`src/rtl/dcache_wb_if.sv`:
```
// Line-transfer bus between the data cache and the backing memory.
// One blocking transaction at a time: a 128-bit write-back or a 128-bit fill.
interface dcache_wb_if;
  logic         mem_req;
  logic         mem_we;
  logic [31:0]  mem_addr;
  logic [127:0] mem_wdata;
  logic [127:0] mem_rdata;
  logic         mem_ack;

  modport master (
    output mem_req,
    output mem_we,
    output mem_addr,
    output mem_wdata,
    input  mem_rdata,
    input  mem_ack
  );

  modport slave (
    input  mem_req,
    input  mem_we,
    input  mem_addr,
    input  mem_wdata,
    output mem_rdata,
    output mem_ack
  );
endinterface

```
`src/rtl/dcache_wb.sv`:
```
// Direct-mapped write-back, write-allocate data cache fed by the store buffer.
// Loads and drained stores share one IDLE/WB/FILL controller and one memory port.
module dcache_wb #(
  parameter int LINES = 4
) (
  input  logic        clk,
  input  logic        reset,
  input  logic        ld_req,
  input  logic [31:0] ld_addr,
  output logic        ld_valid,
  output logic [31:0] ld_data,
  input  logic        sb_valid,
  input  logic [63:0] sb_entry,
  output logic        sb_ready,
  dcache_wb_if.master mem
);
  localparam int IDX  = $clog2(LINES);
  localparam int TAGW = 28 - IDX;

  typedef enum logic [1:0] {
    IDLE = 2'd0,
    WB   = 2'd1,
    FILL = 2'd2
  } state_t;

  state_t state_reg, state_next;

  logic [LINES-1:0] valid_reg;
  logic [LINES-1:0] dirty_reg;
  logic [TAGW-1:0]  tag_reg  [LINES];
  logic [31:0]      data_reg [LINES][4];

  logic         st_pend_reg;
  logic [31:2]  st_addr_reg;
  logic [31:0]  st_data_reg;
  logic [31:4]  fill_line_reg;
  logic         ld_valid_reg;
  logic [31:0]  ld_data_reg;
  logic [31:0]  mem_addr_reg;
  logic [127:0] mem_wdata_reg;

  logic            acc_active;
  logic [31:2]     acc_addr;
  logic [1:0]      acc_word;
  logic [IDX-1:0]  acc_idx;
  logic [TAGW-1:0] acc_tag;
  logic            acc_hit;
  logic [IDX-1:0]  fill_idx;
  logic [127:0]    victim_line;

  logic st_accept, st_hit, ld_hit, miss_wb, miss_fill, wb_done, fill_done;
  logic unused_bits;

  // The pending store always wins, which keeps loads younger than every accepted
  // store. A load is not re-evaluated in the cycle its result is presented.
  assign acc_active = st_pend_reg || (ld_req && !ld_valid_reg);
  assign acc_addr   = st_pend_reg ? st_addr_reg : ld_addr[31:2];
  assign acc_word   = acc_addr[3:2];
  assign acc_idx    = acc_addr[IDX+3:4];
  assign acc_tag    = acc_addr[31:IDX+4];
  assign acc_hit    = valid_reg[acc_idx] && (tag_reg[acc_idx] == acc_tag);
  assign fill_idx   = fill_line_reg[IDX+3:4];

  assign sb_ready  = (state_reg == IDLE) && !st_pend_reg && !ld_req;
  assign st_accept = sb_valid && sb_ready;

  genvar gi;
  generate
    for (gi = 0; gi < 4; gi++) begin : g_victim
      assign victim_line[gi*32 +: 32] = data_reg[acc_idx][gi];
    end
  endgenerate

  always_ff @(posedge clk) begin
    if (reset) state_reg <= IDLE;
    else       state_reg <= state_next;
  end

  always_comb begin
    state_next = state_reg;
    st_hit     = 1'b0;
    ld_hit     = 1'b0;
    miss_wb    = 1'b0;
    miss_fill  = 1'b0;
    wb_done    = 1'b0;
    fill_done  = 1'b0;
    case (state_reg)
      IDLE: begin
        if (acc_active) begin
          if (acc_hit) begin
            if (st_pend_reg) st_hit = 1'b1;
            else             ld_hit = 1'b1;
          end else if (valid_reg[acc_idx] && dirty_reg[acc_idx]) begin
            miss_wb    = 1'b1;
            state_next = WB;
          end else begin
            miss_fill  = 1'b1;
            state_next = FILL;
          end
        end
      end
      WB: begin
        if (mem.mem_ack) begin
          wb_done    = 1'b1;
          state_next = FILL;
        end
      end
      FILL: begin
        if (mem.mem_ack) begin
          fill_done  = 1'b1;
          state_next = IDLE;
        end
      end
      default: state_next = IDLE;
    endcase
  end

  always_ff @(posedge clk) begin
    if (reset) begin
      valid_reg     <= '0;
      dirty_reg     <= '0;
      st_pend_reg   <= 1'b0;
      ld_valid_reg  <= 1'b0;
      ld_data_reg   <= '0;
      mem_addr_reg  <= '0;
      mem_wdata_reg <= '0;
    end else begin
      ld_valid_reg <= ld_hit;
      if (ld_hit) ld_data_reg <= data_reg[acc_idx][acc_word];
      if (st_accept) st_pend_reg <= 1'b1;
      if (st_hit) begin
        st_pend_reg        <= 1'b0;
        dirty_reg[acc_idx] <= 1'b1;
      end
      if (miss_wb) begin
        mem_addr_reg  <= {tag_reg[acc_idx], acc_idx, 4'b0000};
        mem_wdata_reg <= victim_line;
      end
      if (miss_fill) mem_addr_reg <= {acc_addr[31:4], 4'b0000};
      // The fill target is remembered at miss time so the WB->FILL hop does not
      // depend on the requester still presenting its address.
      if (wb_done) begin
        dirty_reg[fill_idx] <= 1'b0;
        mem_addr_reg        <= {fill_line_reg, 4'b0000};
      end
      if (fill_done) begin
        valid_reg[fill_idx] <= 1'b1;
        dirty_reg[fill_idx] <= 1'b0;
      end
    end
  end

  // Tag/data storage and the store/fill holding registers carry no reset value.
  always_ff @(posedge clk) begin
    if (!reset) begin
      if (st_accept) begin
        st_addr_reg <= sb_entry[63:34];
        st_data_reg <= sb_entry[31:0];
      end
      if (miss_wb || miss_fill) fill_line_reg <= acc_addr[31:4];
      if (st_hit) data_reg[acc_idx][acc_word] <= st_data_reg;
      if (fill_done) begin
        tag_reg[fill_idx] <= fill_line_reg[31:IDX+4];
        for (int k = 0; k < 4; k++) begin
          data_reg[fill_idx][k] <= mem.mem_rdata[32*k +: 32];
        end
      end
    end
  end

  assign ld_valid      = ld_valid_reg;
  assign ld_data       = ld_data_reg;
  assign mem.mem_req   = (state_reg != IDLE);
  assign mem.mem_we    = (state_reg == WB);
  assign mem.mem_addr  = mem_addr_reg;
  assign mem.mem_wdata = mem_wdata_reg;

  // Byte-offset bits are don't-care: every access is a full word.
  assign unused_bits = ^{ld_addr[1:0], sb_entry[33:32]};
endmodule

```
`src/flat_wrapper.sv`:
```
// flat-port wrapper written by rule: the top's interface ports become plain ports
module dcache_wb_flat 
#(
  parameter int LINES = 4
)
  (clk, reset, ld_req, ld_addr, ld_valid, ld_data, sb_valid, sb_entry, sb_ready, mem_mem_req, mem_mem_we, mem_mem_addr, mem_mem_wdata, mem_mem_rdata, mem_mem_ack);
  dcache_wb_if mem_i ();
  input  logic clk;
  input  logic reset;
  input  logic ld_req;
  input  logic [31:0] ld_addr;
  output logic ld_valid;
  output logic [31:0] ld_data;
  input  logic sb_valid;
  input  logic [63:0] sb_entry;
  output logic sb_ready;
  output wire logic [$bits(mem_i.mem_req)-1:0] mem_mem_req;
  output wire logic [$bits(mem_i.mem_we)-1:0] mem_mem_we;
  output wire logic [$bits(mem_i.mem_addr)-1:0] mem_mem_addr;
  output wire logic [$bits(mem_i.mem_wdata)-1:0] mem_mem_wdata;
  input wire logic [$bits(mem_i.mem_rdata)-1:0] mem_mem_rdata;
  input wire logic [$bits(mem_i.mem_ack)-1:0] mem_mem_ack;
  assign mem_mem_req = mem_i.mem_req;
  assign mem_mem_we = mem_i.mem_we;
  assign mem_mem_addr = mem_i.mem_addr;
  assign mem_mem_wdata = mem_i.mem_wdata;
  assign mem_i.mem_rdata = mem_mem_rdata;
  assign mem_i.mem_ack = mem_mem_ack;
  dcache_wb #(.LINES(LINES)) u_core (.clk(clk), .reset(reset), .ld_req(ld_req), .ld_addr(ld_addr), .ld_valid(ld_valid), .ld_data(ld_data), .sb_valid(sb_valid), .sb_entry(sb_entry), .sb_ready(sb_ready), .mem(mem_i));
endmodule
```
`config.mk`:
```
export PLATFORM = sky130hd
export DESIGN_NAME = dcache_wb_flat
export DESIGN_NICKNAME = d
export VERILOG_FILES = /design/src/rtl/dcache_wb_if.sv /design/src/rtl/dcache_wb.sv /design/src/flat_wrapper.sv
export SDC_FILE = /design/constraint.sdc
export NUM_CORES = 1
export LEC_CHECK = 0
export CAP_MARGIN = 10
export CORE_MARGIN = 3
export CORE_UTILIZATION = 51
export CTS_CLUSTER_SIZE = 12
export DETAILED_ROUTE_END_ITERATION = 16
export PLACE_DENSITY_LB_ADDON = 0.25
export SLEW_MARGIN = 20
export SYNTH_ARGS = -nofsm -noshare
export SYNTH_HDL_FRONTEND = slang
export SYNTH_SLANG_ARGS = --single-unit
```
`constraint.sdc`:
```
create_clock -name clk -period 6.1 [get_ports clk]
set_input_delay 0.915 -clock clk [delete_from_list [all_inputs] [get_ports clk]]
set_output_delay 0.915 -clock clk [all_outputs]
set_load 0.03 [all_outputs]
```
Word level (Yosys, flattened, before mapping)
Memories as Yosys holds them, arrays and structs flattened.
Cells that the tools add are included.
Word-level totals
  bits in registers: 290
  bits in latches: 0
  RAM bits: 616
  bits in read-only memories: 0
  input port bits: 229
  output and inout port bits: 196
  word-level logic and storage cells: 111
  memories kept: 2
Operators by class
  add/subtract/negate cells: 0
  $mul: 0
  div/mod/pow operators: 0
  order comparisons: 6
  equality and inequality tests: 7
  shifts and indexed selects: 0
  muxes and demuxes: 56
  bitwise gates (word level): 7
  reduce and logical (&&, ||, !) cells: 22
Memories
  u_core.data_reg: depth 4, bits a word 128, rd ports 1, clocked after Yosys merged registers in 0, write ports 1, RTL line dcache_wb.sv:31  | logic [31:0] data_reg [LINES][4];
  u_core.tag_reg: depth 4, bits a word 26, rd ports 1, clocked after Yosys merged registers in 0, write ports 1, RTL line dcache_wb.sv:30  | logic [TAGW-1:0] tag_reg [LINES];
Operators by type and width (number)
  two-way mux 128 bit: 3
  two-way mux 32 bit: 6
  OR reduction 128 bit: 1
  binary-select mux 32 bit (select 2 bit): 1
  demux 32 bit (select 2 bit): 1
  two-way mux 30 bit: 1
  two-way mux 1 bit: 28
  == test 26 bit: 1
  two-way mux 4 bit: 5
  two-way mux 2 bit: 6
  logical AND 1 bit: 9
  bitwise AND 4 bit: 2
  bitwise OR 4 bit: 2
  < comparator 2 x 3 -> 1 bit, second input constant: 2
  one-hot mux 2 bit (3 select lines): 1
  binary-select mux 1 bit (select 2 bit): 2
  demux 1 bit (select 2 bit): 2
  >= comparator 2 x 1 -> 1 bit, second input constant: 2
  inequality test 2 x 1 -> 1 bit, second input constant: 2
  inequality test 2 bit, second input constant: 2
  inverter 4 bit: 1
  AND reduction 2 bit: 2
  AND reduction 4 bit: 1
  >= comparator 3 bit, second input constant: 1
  other kinds (11): 14

Longest topological paths before layout
  word-level depth: 14
  depth in mapped cells: 17
  depth with buffers taken out: 10

Worst setup path after synthesis
Ideal clock, no wire load.
  path type: input -> register
  start point: input port ld_addr[4]
  end point: memory u_core.data_reg[0][0] (netlist bit), enable pin
  library setup time: 0.470 ns
  arrival: 5.809 ns
  data required time: 5.630 ns
  path slack: -0.179 ns
  stages: 10
  path buffers: 2
  cell sequence: or3_1 clkbuf_1 and2_1 o2111a_1 xor2_1 or4_1 nor3_1 nand4_1 clkbuf_1 o31ai_1
On the way
  word-level cells in the longest chain between the ends: 11
  elaborated cells on any way between the ends: 14
  those cells by class: 1 x eq/ne; 11 x mux; 1 x reduce/logical; 1 x memory
RTL lines
  start, declared: RTL line flat_wrapper.sv:11  | input logic [31:0] ld_addr;
  two-way mux 30 bit (*): RTL line dcache_wb.sv:57  | assign acc_addr = st_pend_reg ? st_addr_reg : ld_addr[31:2];
  memory read (4 x 26 bit) / binary-select mux 1 bit (select 2 bit) (equally long branches)
  == test 26 bit / two-way mux 1 bit (equally long branches): RTL line dcache_wb.sv:61  | assign acc_hit = valid_reg[acc_idx] && (tag_reg[acc_idx] == acc_tag);
  logical AND 1 bit: RTL line dcache_wb.sv:61
  two-way mux 1 bit: RTL line dcache_wb.sv:90  | if (acc_hit) begin
  two-way mux 1 bit: RTL line dcache_wb.sv:89  | if (acc_active) begin
  two-way mux 1 bit: RTL line dcache_wb.sv:87  | case (state_reg)
  two-way mux 1 bit: RTL line dcache_wb.sv:161  | if (st_hit) data_reg[acc_idx][acc_word] <= st_data_reg;
  two-way mux 1 bit: RTL line dcache_wb.sv:155  | if (!reset) begin
  two-way mux 128 bit (not written as such): RTL line dcache_wb.sv:161
  two-way mux 128 bit (no line)
  end, declared: RTL line dcache_wb.sv:31
Every way passes the cells marked *; elsewhere a longest branch is shown, timed or not. The select of a mux whose other input is x is not followed.

Worst setup path after layout
  start point: register u_core.st_pend_reg
  end point: memory u_core.data_reg[1][8] (netlist bit), enable pin
On the way
  word-level cells in the longest chain between the ends: 11
  elaborated cells on any way between the ends: 22
  those cells by class: 2 x order compare; 1 x eq/ne; 14 x mux; 1 x bitwise; 3 x reduce/logical; 1 x memory
RTL lines
  start, declared: RTL line dcache_wb.sv:33  | logic st_pend_reg;
  start signal, assigned: RTL line dcache_wb.sv:122  | st_pend_reg <= 1'b0;
  start signal, assigned: RTL line dcache_wb.sv:130  | if (st_accept) st_pend_reg <= 1'b1;
  start signal, assigned: RTL line dcache_wb.sv:132  | st_pend_reg <= 1'b0;
  two-way mux 30 bit: RTL line dcache_wb.sv:57
  memory read (4 x 26 bit) / binary-select mux 1 bit (select 2 bit) (equally long branches)
  == test 26 bit / two-way mux 1 bit (equally long branches): RTL line dcache_wb.sv:61
  logical AND 1 bit: RTL line dcache_wb.sv:61
  two-way mux 1 bit: RTL line dcache_wb.sv:90
  two-way mux 1 bit: RTL line dcache_wb.sv:89
  two-way mux 1 bit: RTL line dcache_wb.sv:87
  two-way mux 1 bit: RTL line dcache_wb.sv:161
  two-way mux 1 bit: RTL line dcache_wb.sv:155
  two-way mux 128 bit (not written as such): RTL line dcache_wb.sv:161
  two-way mux 128 bit (no line)
Parallel ways exist; a longest one is shown, timed or not. The select of a mux whose other input is x is not followed.

==> results summary <==
The total global-route track usage is between 30% and 40%. The register with the most flip-flops in the layout has 512 of them. The total die area came out at 75,600 um2. For this design, the slowest cell found on the critical path is sky130_fd_sc_hd__dfxtp_2. Averaged over all synthesized cells, the footprint is 11.4 um2.

In this run the cell area measured after placement is 42,500 um2. Max-cap violations in this run came to 0. The clock root buffer master is sky130_fd_sc_hd__clkbuf_16. The pin count of the biggest net entering global routing came out at roughly 170. The total overflow left after global routing is 0. Of all nets on the critical path, the largest fanout is 32.

The worst clock skew is 0.0329 ns. Row generation in the floorplan step produced 98 rows. The largest voltage drop on the vdd net came out at 0.218 mV. The via count of the first global-routing pass is 25,390. The number of clock sinks seen by CTS is 906. The quantity of I/O buffers inserted on ports is 416. The Yosys step of the flow raised 0 warnings. Post-CTS timing repair inserted 0 buffers for setup. After detailed routing, the number of remaining DRC violations is 0. The count of cells resized by post-cts repair is 0. Pin placement for this block handled approximately 430 I/O pins.

The synthesized design spends more area on one cell type than any other, namely sky130_fd_sc_hd__edfxtp_1. The sequential cell area fraction in the yosys report is approximately two thirds. The most common flop cell mapped by yosys is sky130_fd_sc_hd__edfxtp_1. Counting stages on the worst path, the most repeated cell is sky130_fd_sc_hd__buf_4. The clock latency on the worst-skew pair is 0.66 ns. The total wirelength of the detailed-routed design came out at between 100,000 and 150,000 um. The area of the core came out at 71,600 um2.

The number of setup violations in the final report came out at 0. In this run the critical register-to-register path is launched from u_core.st_pend_reg. The worst hold path terminates at u_core.mem.mem_wdata[0]. The DRC violation total after the first TritonRoute iteration came out at about 4,200. The number of nets at the end of the flow is 3,860. The via count normalized by instance count is 5.89.

The combined buffer and inverter count along the critical path came out at 3. After synthesis, the netlist uses 62 different library cells. The standby leakage power is 16.1 nW.

Derived from the worst setup path, the maximum achievable clock frequency is 0.195 GHz. The number of cells traversed by the worst register-to-register path is 11. The area growth from synthesis to final layout came out at 23.3%. The delay of the slowest cell on the worst path came out at between 0.7 and 0.8 ns. The routed design could run at a clock period as short as 5.14 ns. The HPWL after detailed placement is 76,800 um.

The routed wire length per instance is ~25 um. The post-cts hold buffer count is 0. The worst hold path was traced through 2 stages.

The first-pass iteration count of the detailed router came out at 5. After synthesis, the largest area contributor takes up 57.4% of total cell area. The number of antenna violations at the first check in global routing is 3. Sorting the synthesized cells by area gives the leading types as sky130_fd_sc_hd__edfxtp_1, sky130_fd_sc_hd__nand2_1, sky130_fd_sc_hd__dfxtp_1. The first global-routing pass estimated roughly 170,000 um of wire.

Yosys mapped a number of flops with a built-in enable equal to 706. For the pin with the worst max-slew slack, the measured transition is between 1 and 1.5 ns. The worst setup path is captured at a flip-flop. The weighted congestion at the end of routability-driven global placement is 0.887. The data required time of the critical path came out at 6.37 ns.

The number of hold violations in the final report came to 0. Cells with a size suffix above 1 make up under 10% of the layout. The number of buffers created by CTS is 93. Power spread over the standard cell area amounts to ~310 nW/um2.

The netlist area before placement came out at between 30,000 and 40,000 um2. The worst slew slack as a fraction of its limit is between 30% and 40%. Setup repair after global routing left no endpoint under its margin. The detailed-route via count is 27,483. The capturing point of the worst reg2reg path is u_core.data_reg[1][8]. The number of H-tree branching levels is 3. In this run the most critical hold path is launched from u_core.mem.mem_wdata[0]. The post-route fraction of the period consumed by the critical path came out at 84.3%. TritonCTS built the clock tree. The worst setup path is launched from a flip-flop. The setup path with the least slack is of type reg2reg. The final number of max-transition violations is 0. Broken down by cell family, the worst path's largest delay share belongs to buffers and inverters.

The initial utilization of the core area, before any placement, comes to 51.5%. The fraction of registers with async set or reset after synthesis came out at 0%. The height of the die came out at roughly 280 um. The count of nets left with antenna violations after detail routing came out at 0. The register clock-pin slew on the reported worst setup and hold paths is around 0.06 ns. The maximum buffer depth of the clock tree is 3. Once layout is complete, the utilization of the core stands at 63.6%. The setup slack of the most critical reg-to-reg path is 0.96 ns. In the layout the commonest cells are sky130_fd_sc_hd__nand2_1, sky130_fd_sc_hd__edfxtp_1, sky130_fd_sc_hd__clkdlybuf4s50_1. The path type of the worst min-delay path is reg2reg. After filler insertion, the fill cell instance count of the layout stands at between 5,000 and 6,000.

The final design instance area without fill came out at 45,500 um2. Measured along the x axis, the die boundary spans 275 um. The arrival time of the worst setup path came out at 5.41 ns.

The run finished with clean final reports. The library cell used most frequently in the layout, excluding fill and tap cells, is sky130_fd_sc_hd__nand2_1. The total of flip-flops plus latches after synthesis is ~910. The cell count after synthesis is 3,250. The critical path goes through buf_4 -> mux2i_1 -> nor2_1 -> o2bb2ai_1 -> a2111oi_2 -> or4b_1 -> nor3_1 -> nand4_1 -> buf_4 -> o31ai_4 -> buf_4.
report_power, final:
part / internal, mW / leakage, nW / total (mW) / switching (mW)
Combinational: 0.641 / 6.65 / 1.87 / 1.23
Sequential: 6.82 / 8.00 / 6.91 / 0.0899
Clock: 3.20 / 1.46 / 5.55 / 2.35
Total: 10.7 / 16.1 / 14.3 / 3.67
cell usage after synthesis, drive strengths merged, types with 22 or more instances:
master,count
edfxtp,706
inv,31
nand2,1171
clkbuf,166
mux2,24
xnor2,32
dfxtp,200
nor2,47
o21ai,31
and3,130
a21o,22
a211oi,34
a31oi,165
mux2i,91
and2,37
buf,46
a21oi,162
per-layer routing:
metal | up-vias | part of all wire [%] | GRT usage (%)
li1 | 12269 | - | -
met1 | 13222 | 38 | 42.2
met2 | 1750 | 44 | 45.0
met3 | 240 | 12 | 6.43
met4 | 2 | 5.9 | 16.4
met5 | - | 0.011 | 0
per-stage QoR:
step	TNS (ns)	hold slack [ns]	instances	total power [mW]	setup slack, ns
floorplan	-77.07	0.433	3253	8.03	-0.179
global route	0	0.468	4661	14.7	0.715
global placement	0	0.442	4486	8.85	0.564
detailed placement	0	0.446	4486	8.87	0.549
finish	0	0.454	4664	14.3	0.959
CTS	0	0.453	4661	14.3	1.01
layout make-up:
class                   instances  area, um2  share of cell area [%]
diodes                          3       7.51                  0.0165
flip-flops and latches        906      25200                    55.4
well taps                     950       1190                    2.61
multi-input cells            2104      11000                    24.2
repair buffers                495       4970                    10.9
clock inverters                18        206                   0.454
inverters                      31        126                   0.278
clock buffers                 157       2780                    6.11
worst min-delay path: stages (launching register included):
cell and delay (ns):
sky130_fd_sc_hd__dfxtp_1 0.30, sky130_fd_sc_hd__nand2_1 0.05, sky130_fd_sc_hd__a21oi_1 0.05
kinds of logic after synthesis:
kind of cell	count (synthesis)	synth area share (%)
mux	118	3.42
buf+inv	243	2.72
simple gates	1457	16.4
flops	906	68.3
xor+xnor	41	0.973
other cells	1	0.0102
compound gates	484	8.16
worst max path at each step:
stage	startpoint	end	cells after the start
3_5_place_dp	ld_addr[4]	u_core.data_reg[1][3]	12
6_report	u_core.st_pend_reg	u_core.data_reg[1][8]	11
4_1_cts	u_core.st_pend_reg	u_core.data_reg[1][11]	11
2_1_floorplan	ld_addr[4]	u_core.data_reg[0][0]	10
5_1_grt	u_core.st_pend_reg	u_core.data_reg[1][8]	11
3_3_place_gp	ld_addr[4]	u_core.data_reg[1][3]	12
No activity file was read; power rests on OpenSTA's default activity.
